==> src/rtl/idelay_tap_cal_if.sv <==
// idelay_tap_cal_if: control and status bundle between the tap-sweep
// calibration controller and its environment (checker, delay stage, host).
//   master : controller side (drives load/status, receives start/rdy/checker)
//   slave  : environment side
interface idelay_tap_cal_if;
  logic        start;
  logic        rdy;
  logic        chk_valid;
  logic        chk_err;
  logic        ld;
  logic [4:0]  cntvaluein;
  logic        ce;
  logic        inc;
  logic        busy;
  logic        done;
  logic        fail;
  logic [4:0]  best_tap;
  logic [5:0]  win_len;
  logic [31:0] pass_map;

  modport master (
    input  start, rdy, chk_valid, chk_err,
    output ld, cntvaluein, ce, inc, busy, done, fail, best_tap, win_len, pass_map
  );

  modport slave (
    output start, rdy, chk_valid, chk_err,
    input  ld, cntvaluein, ce, inc, busy, done, fail, best_tap, win_len, pass_map
  );
endinterface

==> src/rtl/idelay_tap_cal.sv <==
// idelay_tap_cal: tap-sweep calibration for a VAR_LOAD input delay.
// Loads taps 0..31, waits SETTLE_CYC cycles, qualifies each tap with
// SAMPLES error-free checker samples (any error fails it at once), then
// loads the centre of the longest contiguous passing window.
// Ports:
//   clk, rst   : clock, asynchronous active-high reset
//   bus.start  : begin calibration (honoured in IDLE/DONE only)
//   bus.rdy    : IDELAYCTRL ready; loss mid-sweep restarts the sweep
//   bus.chk_valid / bus.chk_err : pattern checker sample and mismatch flag
//   bus.ld / bus.cntvaluein      : load strobe and tap value
//   bus.ce / bus.inc             : tied low
//   bus.busy / bus.done / bus.fail, bus.best_tap, bus.win_len, bus.pass_map : status
module idelay_tap_cal #(
  parameter int unsigned SETTLE_CYC = 16,
  parameter int unsigned SAMPLES    = 64,
  parameter int unsigned MIN_WIN    = 4
) (
  input  logic             clk,
  input  logic             rst,
  idelay_tap_cal_if.master bus
);

  typedef enum logic [2:0] {
    S_IDLE, S_WAIT_RDY, S_LOAD, S_SETTLE, S_CHECK, S_NEXT, S_FINAL_LD, S_DONE
  } state_t;

  localparam logic [7:0]  SETTLE_LAST = 8'(SETTLE_CYC - 1);
  localparam logic [15:0] SAMPLE_LAST = 16'(SAMPLES - 1);
  localparam logic [5:0]  MIN_LEN     = 6'(MIN_WIN);

  state_t      r_state;
  logic [4:0]  r_tap;
  logic [7:0]  r_settle;
  logic [15:0] r_samp;
  logic        r_tap_pass;
  logic [5:0]  r_run_len;
  logic [4:0]  r_run_start;
  logic [5:0]  r_best_len;
  logic [4:0]  r_best_start;

  logic        r_ld;
  logic [4:0]  r_cntval;
  logic        r_busy;
  logic        r_done;
  logic        r_fail;
  logic [4:0]  r_best_tap;
  logic [5:0]  r_win_len;
  logic [31:0] r_pass_map;

  logic [5:0]  w_run_len_nx;
  logic [4:0]  w_run_start_nx;
  logic [5:0]  w_best_len_nx;
  logic [4:0]  w_best_start_nx;
  logic [4:0]  w_centre;
  logic [4:0]  w_final_tap;
  logic        w_abort;

  // Tracker update for the tap just qualified. Evaluated combinationally so
  // that at tap 31 the final load can carry the centre of the updated window.
  always_comb begin
    w_run_len_nx    = '0;
    w_run_start_nx  = r_run_start;
    w_best_len_nx   = r_best_len;
    w_best_start_nx = r_best_start;
    if (r_tap_pass) begin
      w_run_len_nx = r_run_len + 6'd1;
      if (r_run_len == '0) w_run_start_nx = r_tap;
      // Strict compare: the lowest-index window wins ties.
      if (w_run_len_nx > r_best_len) begin
        w_best_len_nx   = w_run_len_nx;
        w_best_start_nx = w_run_start_nx;
      end
    end
    w_centre    = w_best_start_nx + 5'((w_best_len_nx - 6'd1) >> 1);
    w_final_tap = (w_best_len_nx >= MIN_LEN) ? w_centre : '0;
  end

  assign w_abort = !bus.rdy &&
                   (r_state inside {S_LOAD, S_SETTLE, S_CHECK, S_NEXT});

  always_ff @(posedge clk or posedge rst) begin
    if (rst) begin
      r_state      <= S_IDLE;
      r_tap        <= '0;
      r_settle     <= '0;
      r_samp       <= '0;
      r_tap_pass   <= 1'b0;
      r_run_len    <= '0;
      r_run_start  <= '0;
      r_best_len   <= '0;
      r_best_start <= '0;
      r_ld         <= 1'b0;
      r_cntval     <= '0;
      r_busy       <= 1'b0;
      r_done       <= 1'b0;
      r_fail       <= 1'b0;
      r_best_tap   <= '0;
      r_win_len    <= '0;
      r_pass_map   <= '0;
    end else begin
      r_ld <= 1'b0;
      if (w_abort) begin
        // cntvaluein is left alone so it stays stable until the next load.
        r_pass_map   <= '0;
        r_run_len    <= '0;
        r_run_start  <= '0;
        r_best_len   <= '0;
        r_best_start <= '0;
        r_tap        <= '0;
        r_state      <= S_WAIT_RDY;
      end else begin
        case (r_state)
          S_IDLE, S_DONE: begin
            if (bus.start) begin
              r_pass_map   <= '0;
              r_win_len    <= '0;
              r_best_tap   <= '0;
              r_done       <= 1'b0;
              r_fail       <= 1'b0;
              r_busy       <= 1'b1;
              r_tap        <= '0;
              r_run_len    <= '0;
              r_run_start  <= '0;
              r_best_len   <= '0;
              r_best_start <= '0;
              r_state      <= S_WAIT_RDY;
            end
          end
          S_WAIT_RDY: begin
            if (bus.rdy) begin
              r_ld     <= 1'b1;
              r_cntval <= r_tap;
              r_state  <= S_LOAD;
            end
          end
          S_LOAD: begin
            r_settle <= '0;
            r_state  <= S_SETTLE;
          end
          S_SETTLE: begin
            if (r_settle == SETTLE_LAST) begin
              r_samp  <= '0;
              r_state <= S_CHECK;
            end else begin
              r_settle <= r_settle + 8'd1;
            end
          end
          S_CHECK: begin
            if (bus.chk_valid) begin
              if (bus.chk_err) begin
                r_tap_pass <= 1'b0;
                r_state    <= S_NEXT;
              end else if (r_samp == SAMPLE_LAST) begin
                r_tap_pass        <= 1'b1;
                r_pass_map[r_tap] <= 1'b1;
                r_state           <= S_NEXT;
              end else begin
                r_samp <= r_samp + 16'd1;
              end
            end
          end
          S_NEXT: begin
            r_run_len    <= w_run_len_nx;
            r_run_start  <= w_run_start_nx;
            r_best_len   <= w_best_len_nx;
            r_best_start <= w_best_start_nx;
            r_ld         <= 1'b1;
            if (r_tap == 5'd31) begin
              r_cntval <= w_final_tap;
              r_state  <= S_FINAL_LD;
            end else begin
              r_tap    <= r_tap + 5'd1;
              r_cntval <= r_tap + 5'd1;
              r_state  <= S_LOAD;
            end
          end
          S_FINAL_LD: begin
            r_best_tap <= r_cntval;
            r_win_len  <= r_best_len;
            r_fail     <= (r_best_len < MIN_LEN);
            r_busy     <= 1'b0;
            r_done     <= 1'b1;
            r_state    <= S_DONE;
          end
          default: r_state <= S_IDLE;
        endcase
      end
    end
  end

  assign bus.ld         = r_ld;
  assign bus.cntvaluein = r_cntval;
  assign bus.ce         = 1'b0;
  assign bus.inc        = 1'b0;
  assign bus.busy       = r_busy;
  assign bus.done       = r_done;
  assign bus.fail       = r_fail;
  assign bus.best_tap   = r_best_tap;
  assign bus.win_len    = r_win_len;
  assign bus.pass_map   = r_pass_map;

endmodule

==> src/flat_wrapper.sv <==
// flat-port wrapper written by rule: the top's interface ports become plain ports
module idelay_tap_cal_flat 
#(
  parameter int unsigned SETTLE_CYC = 16,
  parameter int unsigned SAMPLES    = 64,
  parameter int unsigned MIN_WIN    = 4
)
  (clk, rst, bus_start, bus_rdy, bus_chk_valid, bus_chk_err, bus_ld, bus_cntvaluein, bus_ce, bus_inc, bus_busy, bus_done, bus_fail, bus_best_tap, bus_win_len, bus_pass_map);
  idelay_tap_cal_if bus_i ();
  input  logic clk;
  input  logic rst;
  input wire logic [$bits(bus_i.start)-1:0] bus_start;
  input wire logic [$bits(bus_i.rdy)-1:0] bus_rdy;
  input wire logic [$bits(bus_i.chk_valid)-1:0] bus_chk_valid;
  input wire logic [$bits(bus_i.chk_err)-1:0] bus_chk_err;
  output wire logic [$bits(bus_i.ld)-1:0] bus_ld;
  output wire logic [$bits(bus_i.cntvaluein)-1:0] bus_cntvaluein;
  output wire logic [$bits(bus_i.ce)-1:0] bus_ce;
  output wire logic [$bits(bus_i.inc)-1:0] bus_inc;
  output wire logic [$bits(bus_i.busy)-1:0] bus_busy;
  output wire logic [$bits(bus_i.done)-1:0] bus_done;
  output wire logic [$bits(bus_i.fail)-1:0] bus_fail;
  output wire logic [$bits(bus_i.best_tap)-1:0] bus_best_tap;
  output wire logic [$bits(bus_i.win_len)-1:0] bus_win_len;
  output wire logic [$bits(bus_i.pass_map)-1:0] bus_pass_map;
  assign bus_i.start = bus_start;
  assign bus_i.rdy = bus_rdy;
  assign bus_i.chk_valid = bus_chk_valid;
  assign bus_i.chk_err = bus_chk_err;
  assign bus_ld = bus_i.ld;
  assign bus_cntvaluein = bus_i.cntvaluein;
  assign bus_ce = bus_i.ce;
  assign bus_inc = bus_i.inc;
  assign bus_busy = bus_i.busy;
  assign bus_done = bus_i.done;
  assign bus_fail = bus_i.fail;
  assign bus_best_tap = bus_i.best_tap;
  assign bus_win_len = bus_i.win_len;
  assign bus_pass_map = bus_i.pass_map;
  idelay_tap_cal #(.SETTLE_CYC(SETTLE_CYC), .SAMPLES(SAMPLES), .MIN_WIN(MIN_WIN)) u_core (.clk(clk), .rst(rst), .bus(bus_i));
endmodule
==> config.mk <==
export PLATFORM = sky130hd
export DESIGN_NAME = idelay_tap_cal_flat
export DESIGN_NICKNAME = d
export VERILOG_FILES = /design/src/rtl/idelay_tap_cal_if.sv /design/src/rtl/idelay_tap_cal.sv /design/src/flat_wrapper.sv
export SDC_FILE = /design/constraint.sdc
export NUM_CORES = 1
export LEC_CHECK = 0
export ABC_AREA = 1
export CAP_MARGIN = 20
export CORE_ASPECT_RATIO = 0.5
export CORE_MARGIN = 2
export CORE_UTILIZATION = 55
export DETAILED_ROUTE_END_ITERATION = 6
export PLACE_DENSITY = 0.87
export RECOVER_POWER = 25
export REMOVE_ABC_BUFFERS = 1
export SETUP_SLACK_MARGIN = 0.3
export SYNTH_ARGS = -nofsm -noshare
export SYNTH_HDL_FRONTEND = slang
export SYNTH_SLANG_ARGS = --single-unit
==> constraint.sdc <==
create_clock -name clk -period 8.35 [get_ports clk]
set_clock_uncertainty 0.15 [all_clocks]
set_input_delay 1.2525 -clock clk [delete_from_list [all_inputs] [get_ports clk]]
set_output_delay 1.2525 -clock clk [all_outputs]
set_load 0.02 [all_outputs]
# After elaboration in Yosys (flattened, before gate mapping)

Index checks and enable logic that the tools add are counted.

Flip-flop bits (word level): 107
Bits of input ports: 6
Output and inout bits: 54
Word-level logic and storage cells: 140

Add/sub/neg operators: 6
$lt $le $gt $ge: 5
Equal/unequal tests: 26
Muxes and demuxes: 60
Bitwise operators: 2
Reductions and logical operators: 24

Operators by type and width:

| cell                                                                   | number |
|---|---|
| 32-bit two-way mux                                                     | 5 |
| 16-bit two-way mux                                                     | 4 |
| 32-bit one-hot mux with 2 select lines                                 | 1 |
| 5-bit two-way mux                                                      | 12 |
| 5-bit one-hot mux with 2 select lines                                  | 5 |
| 6-bit two-way mux                                                      | 6 |
| 6-bit one-hot mux with 2 select lines                                  | 3 |
| 32-bit bitwise OR                                                      | 1 |
| 16-bit one-hot mux with 2 select lines                                 | 1 |
| 3-bit two-way mux                                                      | 8 |
| 3-bit by 2-bit != test with 1-bit output, second input constant        | 7 |
| 3-bit one-hot mux with 7 select lines                                  | 1 |
| 16-bit by 1-bit adder with 16-bit output, second input constant        | 1 |
| 16-bit by 6-bit equality test with 1-bit output, second input constant | 1 |
| 8-bit one-hot mux with 2 select lines                                  | 1 |
| 3-bit AND reduction                                                    | 5 |
| 2-bit != test, second input constant                                   | 7 |
| 3-bit equality test, second input constant                             | 4 |
| 5-bit AND reduction                                                    | 2 |
| 2-bit nonzero test                                                     | 5 |
| 8-bit by 1-bit adder with 8-bit output, second input constant          | 1 |
| 8-bit by 4-bit equality test with 1-bit output, second input constant  | 1 |
| 8-bit two-way mux                                                      | 1 |
| 1-bit one-hot mux with 2 select lines                                  | 4 |
| other kinds (27)                                                       | 36 |

# Longest topological paths before layout

Word-level depth: 10
Mapped depth: 26
Mapped depth without buffers: 26

# Worst setup path after synthesis

No wires, ideal clock.

Kind: reg-to-reg
Start point: register u_core.r_run_len[0]
End point: register u_core.r_cntval[4], in the netlist u_core.bus.cntvaluein[4]
Setup time: 0.077 ns
Arrival: 3.380 ns
Required time: 8.123 ns
Slack: 4.743 ns
Stages on the path, launching flop included: 22
Cells stage by stage: dfrtp_1 ha_1 nand3_1 xor2_1 ha_1 nand2_1 inv_1 a21oi_4 nand2_2 buf_4 o21ai_0 inv_1 ha_1 fa_1 nand2_1 nand2_1 a21oi_1 nand3b_1 nand2_1 nand2_1 nand3_1 a21oi_1

Cells in the longest elaborated chain, start to end: 9
Elaborated cells between the ends (all ways): 14

Ends and longest elaborated chain:

| element                                     | line                  | text |
|---|---|---|
| start, declared                             | idelay_tap_cal.sv:36  | `logic [5:0] r_run_len;` |
| start signal, assigned                      | idelay_tap_cal.sv:163 | `r_run_len <= w_run_len_nx;` |
| 6-bit by 1-bit adder with 6-bit output      | idelay_tap_cal.sv:66  | `w_run_len_nx = r_run_len + 6'd1;` |
| 6-bit > comparator                          | idelay_tap_cal.sv:69  | `if (w_run_len_nx > r_best_len) begin` |
| 6-bit two-way mux                           | idelay_tap_cal.sv:69  |  |
| 6-bit two-way mux                           | idelay_tap_cal.sv:65  | `if (r_tap_pass) begin` |
| 6-bit by 1-bit subtractor with 6-bit output | idelay_tap_cal.sv:74  | `w_centre = w_best_start_nx + 5'((w_best_len_nx - 6'd1) >> 1);` |
| 5-bit adder                                 | idelay_tap_cal.sv:74  |  |
| 5-bit two-way mux (*)                       | idelay_tap_cal.sv:75  | `w_final_tap = (w_best_len_nx >= MIN_LEN) ? w_centre : '0;` |
| 5-bit two-way mux (*)                       | idelay_tap_cal.sv:168 | `if (r_tap == 5'd31) begin` |
| 5-bit one-hot mux with 2 select lines (*)   | idelay_tap_cal.sv:112 | `case (r_state)` |
| end signal, assigned                        | idelay_tap_cal.sv:132 | `r_cntval <= r_tap;` |
| end signal, assigned                        | idelay_tap_cal.sv:169 | `r_cntval <= w_final_tap;` |
| end signal, assigned                        | idelay_tap_cal.sv:173 | `r_cntval <= r_tap + 5'd1;` |
| end, declared                               | idelay_tap_cal.sv:42  | `logic [4:0] r_cntval;` |

Every way passes the cells marked *; elsewhere a longest branch is shown, timed or not.
A chain may end at the register's enable or synchronous reset.

==> impl_summary.log <==
INFO  metric rsz0062_at_grt = no
INFO  metric first_pass_grt_wire_length = 22880 µm
INFO  metric gr-max-usage-layer = met2
INFO  metric gp_congestion = 0.9179
INFO  metric placementRows = 26
INFO  metric ys_warn_count = 0
INFO  metric worst_hold_path.num_cells = 2
INFO  metric critPathLaunchType = input port
INFO  metric num_antenna_cells = 0
INFO  metric use_met2 = 0.3932
INFO  metric power_frac_seq = 0.393
INFO  metric worstReg2RegStart = u_core.r_run_len[0]
INFO  metric switching_share = 0.4063
INFO  metric irDropWorstVdd = 0.1233 mV
INFO  metric finalCoreUtilization = 0.6674
INFO  metric hold_path_end = u_core.bus.done
INFO  metric drt_drc_violations_left = 0
INFO  metric dr.first_iter.drc_count = 479
INFO  metric detailedRoute.firstPassIterationCount = 5
INFO  metric cp_class = input port to asynchronous set/reset pin
INFO  metric max_slew.worst_pin.slew = 2.168 ns
INFO  metric post_cts_resized = 0
INFO  metric drv.max_cap_violation_count = 1
INFO  metric timing.final.max_slew_violations = 39
INFO  metric clock_power_share = 0.249
INFO  metric cts-buffers-inserted = 9
INFO  metric finish.net_count = 815
INFO  metric outcome = complete, but fails checks
INFO  metric cts_tree = built
INFO  metric grt_util_met1 = 0.3365
INFO  metric max-clock-path-buffers = 2
INFO  metric sinks_on_clock_net = 107
INFO  metric floorplan.io_pins = 60
INFO  metric area_growth = 15.96%
INFO  metric met3_usage = 0.05353
INFO  metric grt_antenna_before_repair = 0
INFO  metric totalNegativeSetupSlack = 0 ns
INFO  metric worstPathMaxFanout = 39
INFO  metric power_report.internal_total = 0.0009852 W
INFO  metric first_global_vias = 4890
INFO  metric clk_latency = 0.36 ns
INFO  metric netlist.area_leader.share = 0.4484
INFO  metric combinationalPowerShare = 0.358
INFO  metric cts-root-buf = clkbuf_16
INFO  metric final_period_minus_worst_setup_slack = 4.212 ns
INFO  metric cellPowerDensity = 239.6 nW/µm²
INFO  metric buffer_ports.inserted = 57
INFO  metric post-cts-setup-buffer-count = 0
INFO  metric synth_cells = 734
INFO  metric final_antenna_net_count = 0
INFO  metric fp.dieArea = 11760 µm²
INFO  metric slew_headroom = -0.4454
INFO  metric holdCritPathClass = register to register
INFO  metric synth.lib_cells_used.distinct = 45
INFO  metric design_power_total = 0.001659 W
INFO  metric die_width = 151.4 µm
INFO  metric synth-edff-count = 0
INFO  metric syn-cell-area = 5972 µm²
INFO  metric failed_checks = max-capacitance violations, max-slew violations
INFO  metric synth_top_flop_cell = dfrtp_1
INFO  metric die_y = 77.68 µm
INFO  metric synth_area_leaders = dfrtp_1 (45%), nand2_1 (11%), inv_1 (7.7%)
INFO  metric route.detailed.wl_per_inst = 14.55 µm
INFO  metric post_drt_via_cell_ratio = 5.513
INFO  metric grt.total_usage = 0.2450
INFO  metric maximum_clock_frequency = 237.4 MHz
INFO  metric post-dp-hpwl = 9443 µm
INFO  metric ys_seq_area_frac = 0.4484
INFO  metric grt_overflow_total = 0
INFO  metric worst-r2r-setup-slack = 4.22 ns
INFO  metric crit-reg2reg-capture = u_core.bus.cntvaluein[4]
INFO  metric clk_transition_reported_paths = 0.07 ns
INFO  metric layout-drive-gt1-share = 0.1071
INFO  metric ys_ff_latch = 107
INFO  metric yosys.area.top_type = dfrtp_1
INFO  metric worstPathRequired = 8.23 ns
INFO  metric hold_ws = 0.3408 ns
INFO  metric grt_max_degree = 85
INFO  metric report.final.setup_viol = 0
INFO  metric worst-endpoint-arrival = 4.09 ns
INFO  metric count_of_hold_buffers_inserted_by_post_cts_repair = 0
INFO  metric drt-total-wl = 13590 µm
INFO  metric vias = 5149
INFO  metric hold_start = u_core.bus.done
INFO  metric hold_viol_final = 0
INFO  metric setup.worst_path.end_class = asynchronous set/reset pin
INFO  metric deepest_level_of_the_cts_h_tree = 3
INFO  metric core_area = 10380 µm²
INFO  metric synth_area_per_cell = 8.136 µm²
INFO  metric synth_async_sr_flop_share = 1.000
INFO  metric worst-r2r-cell-count = 21
INFO  metric static-leakage-power = 3.103 nW
INFO  metric share_of_the_cycle_needed_by_the_critical_path_after_routing = 0.5044
INFO  metric net-switching-power = 0.0006741 W
INFO  metric start_util = 0.5755
-- registers in the layout, indices dropped and copies added, names as in the netlist, 3 cells and up --
| signal | cells |
|---|---|
| u_core.r_tap | 5 |
| u_core.r_best_len | 6 |
| u_core.bus.pass_map | 32 |
| u_core.bus.best_tap | 5 |
| u_core.bus.win_len | 6 |
| u_core.r_run_start | 5 |
| u_core.r_best_start | 5 |
| u_core.r_run_len | 6 |
| u_core.r_samp | 16 |
| u_core.r_state | 3 |
| u_core.bus.cntvaluein | 5 |
| u_core.r_settle | 8 |
-- cell usage in the layout, fill, tap and decap left out, drive strengths merged --
cell           instances
nand2                180
inv                  129
dfrtp                107
clkdlybuf4s50         55
o21ai                 55
a21oi                 52
nor2                  50
nand3                 42
ha                    19
nor3                  18
o22ai                 17
nand4                 15
xor2                  10
clkbuf                10
o31ai                  3
nor4                   3
clkinv                 3
clkinvlp               3
nand3b                 2
a31oi                  2
a22o                   2
a22oi                  2
conb                   2
dlygate4sd3            2
buf                    2
xnor2                  2
o21bai                 1
or2                    1
o211ai                 1
o32ai                  1
nor3b                  1
o221ai                 1
fa                     1
-- area by class of cell --
class                      count  area [µm²]
timing repair buffer          60       614.3
inverter                     128       483.0
sequential                   107        2678
clock buffer                   9       225.2
fill                         809        3452
tap                          140       175.2
clock inverter                 7       60.06
multi-input combinational    483        2690
-- metal layers --
metal	vias up	routed length, µm
li1	2482	-
met5	-	0
met1	2475	6142
met2	171	6391
met4	0	183
met3	21	868
-- through the flow --
step,cell area [µm²],setup slack [ns],cells
6_report,6925,4.138,934
3_5_place_dp,6605,4.324,916
2_1_floorplan,5844,4.130,718
4_1_cts,6890,4.258,932
5_1_grt,6925,3.532,934
3_3_place_gp,6605,4.569,916
-- synth_stat cells (3+ instances only) --
cell type	n
ha_1	19
o31ai_1	3
nand2_1	173
a21oi_2	31
xor2_1	10
nand4_1	15
buf_4	3
dfrtp_1	107
nand2_2	6
clkbuf_1	4
buf_6	7
nor2_4	5
nor2_2	9
inv_1	123
inv_2	4
nor4_1	3
nand3_1	41
a21oi_1	19
buf_2	3
nor3_1	17
o21ai_0	52
nor2_1	36
o22ai_1	17
-- how the worst max path moves through the flow --
stage	cells after the start	to	start	slack, ns
2_1_floorplan	1	u_core.bus.best_tap[0]	rst	4.13
3_3_place_gp	21	u_core.bus.cntvaluein[4]	u_core.r_run_len[0]	4.57
3_5_place_dp	21	u_core.bus.cntvaluein[4]	u_core.r_run_len[0]	4.32
4_1_cts	21	u_core.bus.cntvaluein[4]	u_core.r_run_len[0]	4.26
5_1_grt	3	u_core.r_run_len[3]	rst	3.53
6_report	3	u_core.r_run_len[0]	rst	4.14
-- critical path: stages --
cell and delay, ns:
dlygate4sd3_1 0.55, clkinvlp_2 0.65, clkbuf_1 1.60
-- logic make-up (layout without fill, tap and decap cells) --
group | after synthesis | after routing | share of synthesized area
flip-flops | 107 | 107 | 0.4484
adder cells (fa/ha/maj) | 20 | 20 | 0.04316
other | 1 | 2 | 0.0006279
XOR/XNOR | 12 | 12 | 0.01886
AO/OA/AOI/OAI | 137 | 137 | 0.1519
AND/OR/NAND/NOR | 312 | 312 | 0.2344
buffers and inverters | 145 | 204 | 0.1027
-- power groups by stage --
stage               clock network [W]  logic [W]  registers [W]
global route                 0.000436   0.000653       0.000663
global placement                    0   0.000549       0.000658
CTS                          0.000417   0.000567       0.000651
detailed placement                  0   0.000562       0.000660
finish                       0.000413   0.000594       0.000653
floorplan                           0   0.000364       0.000683
(Power assumes the default switching activity.)
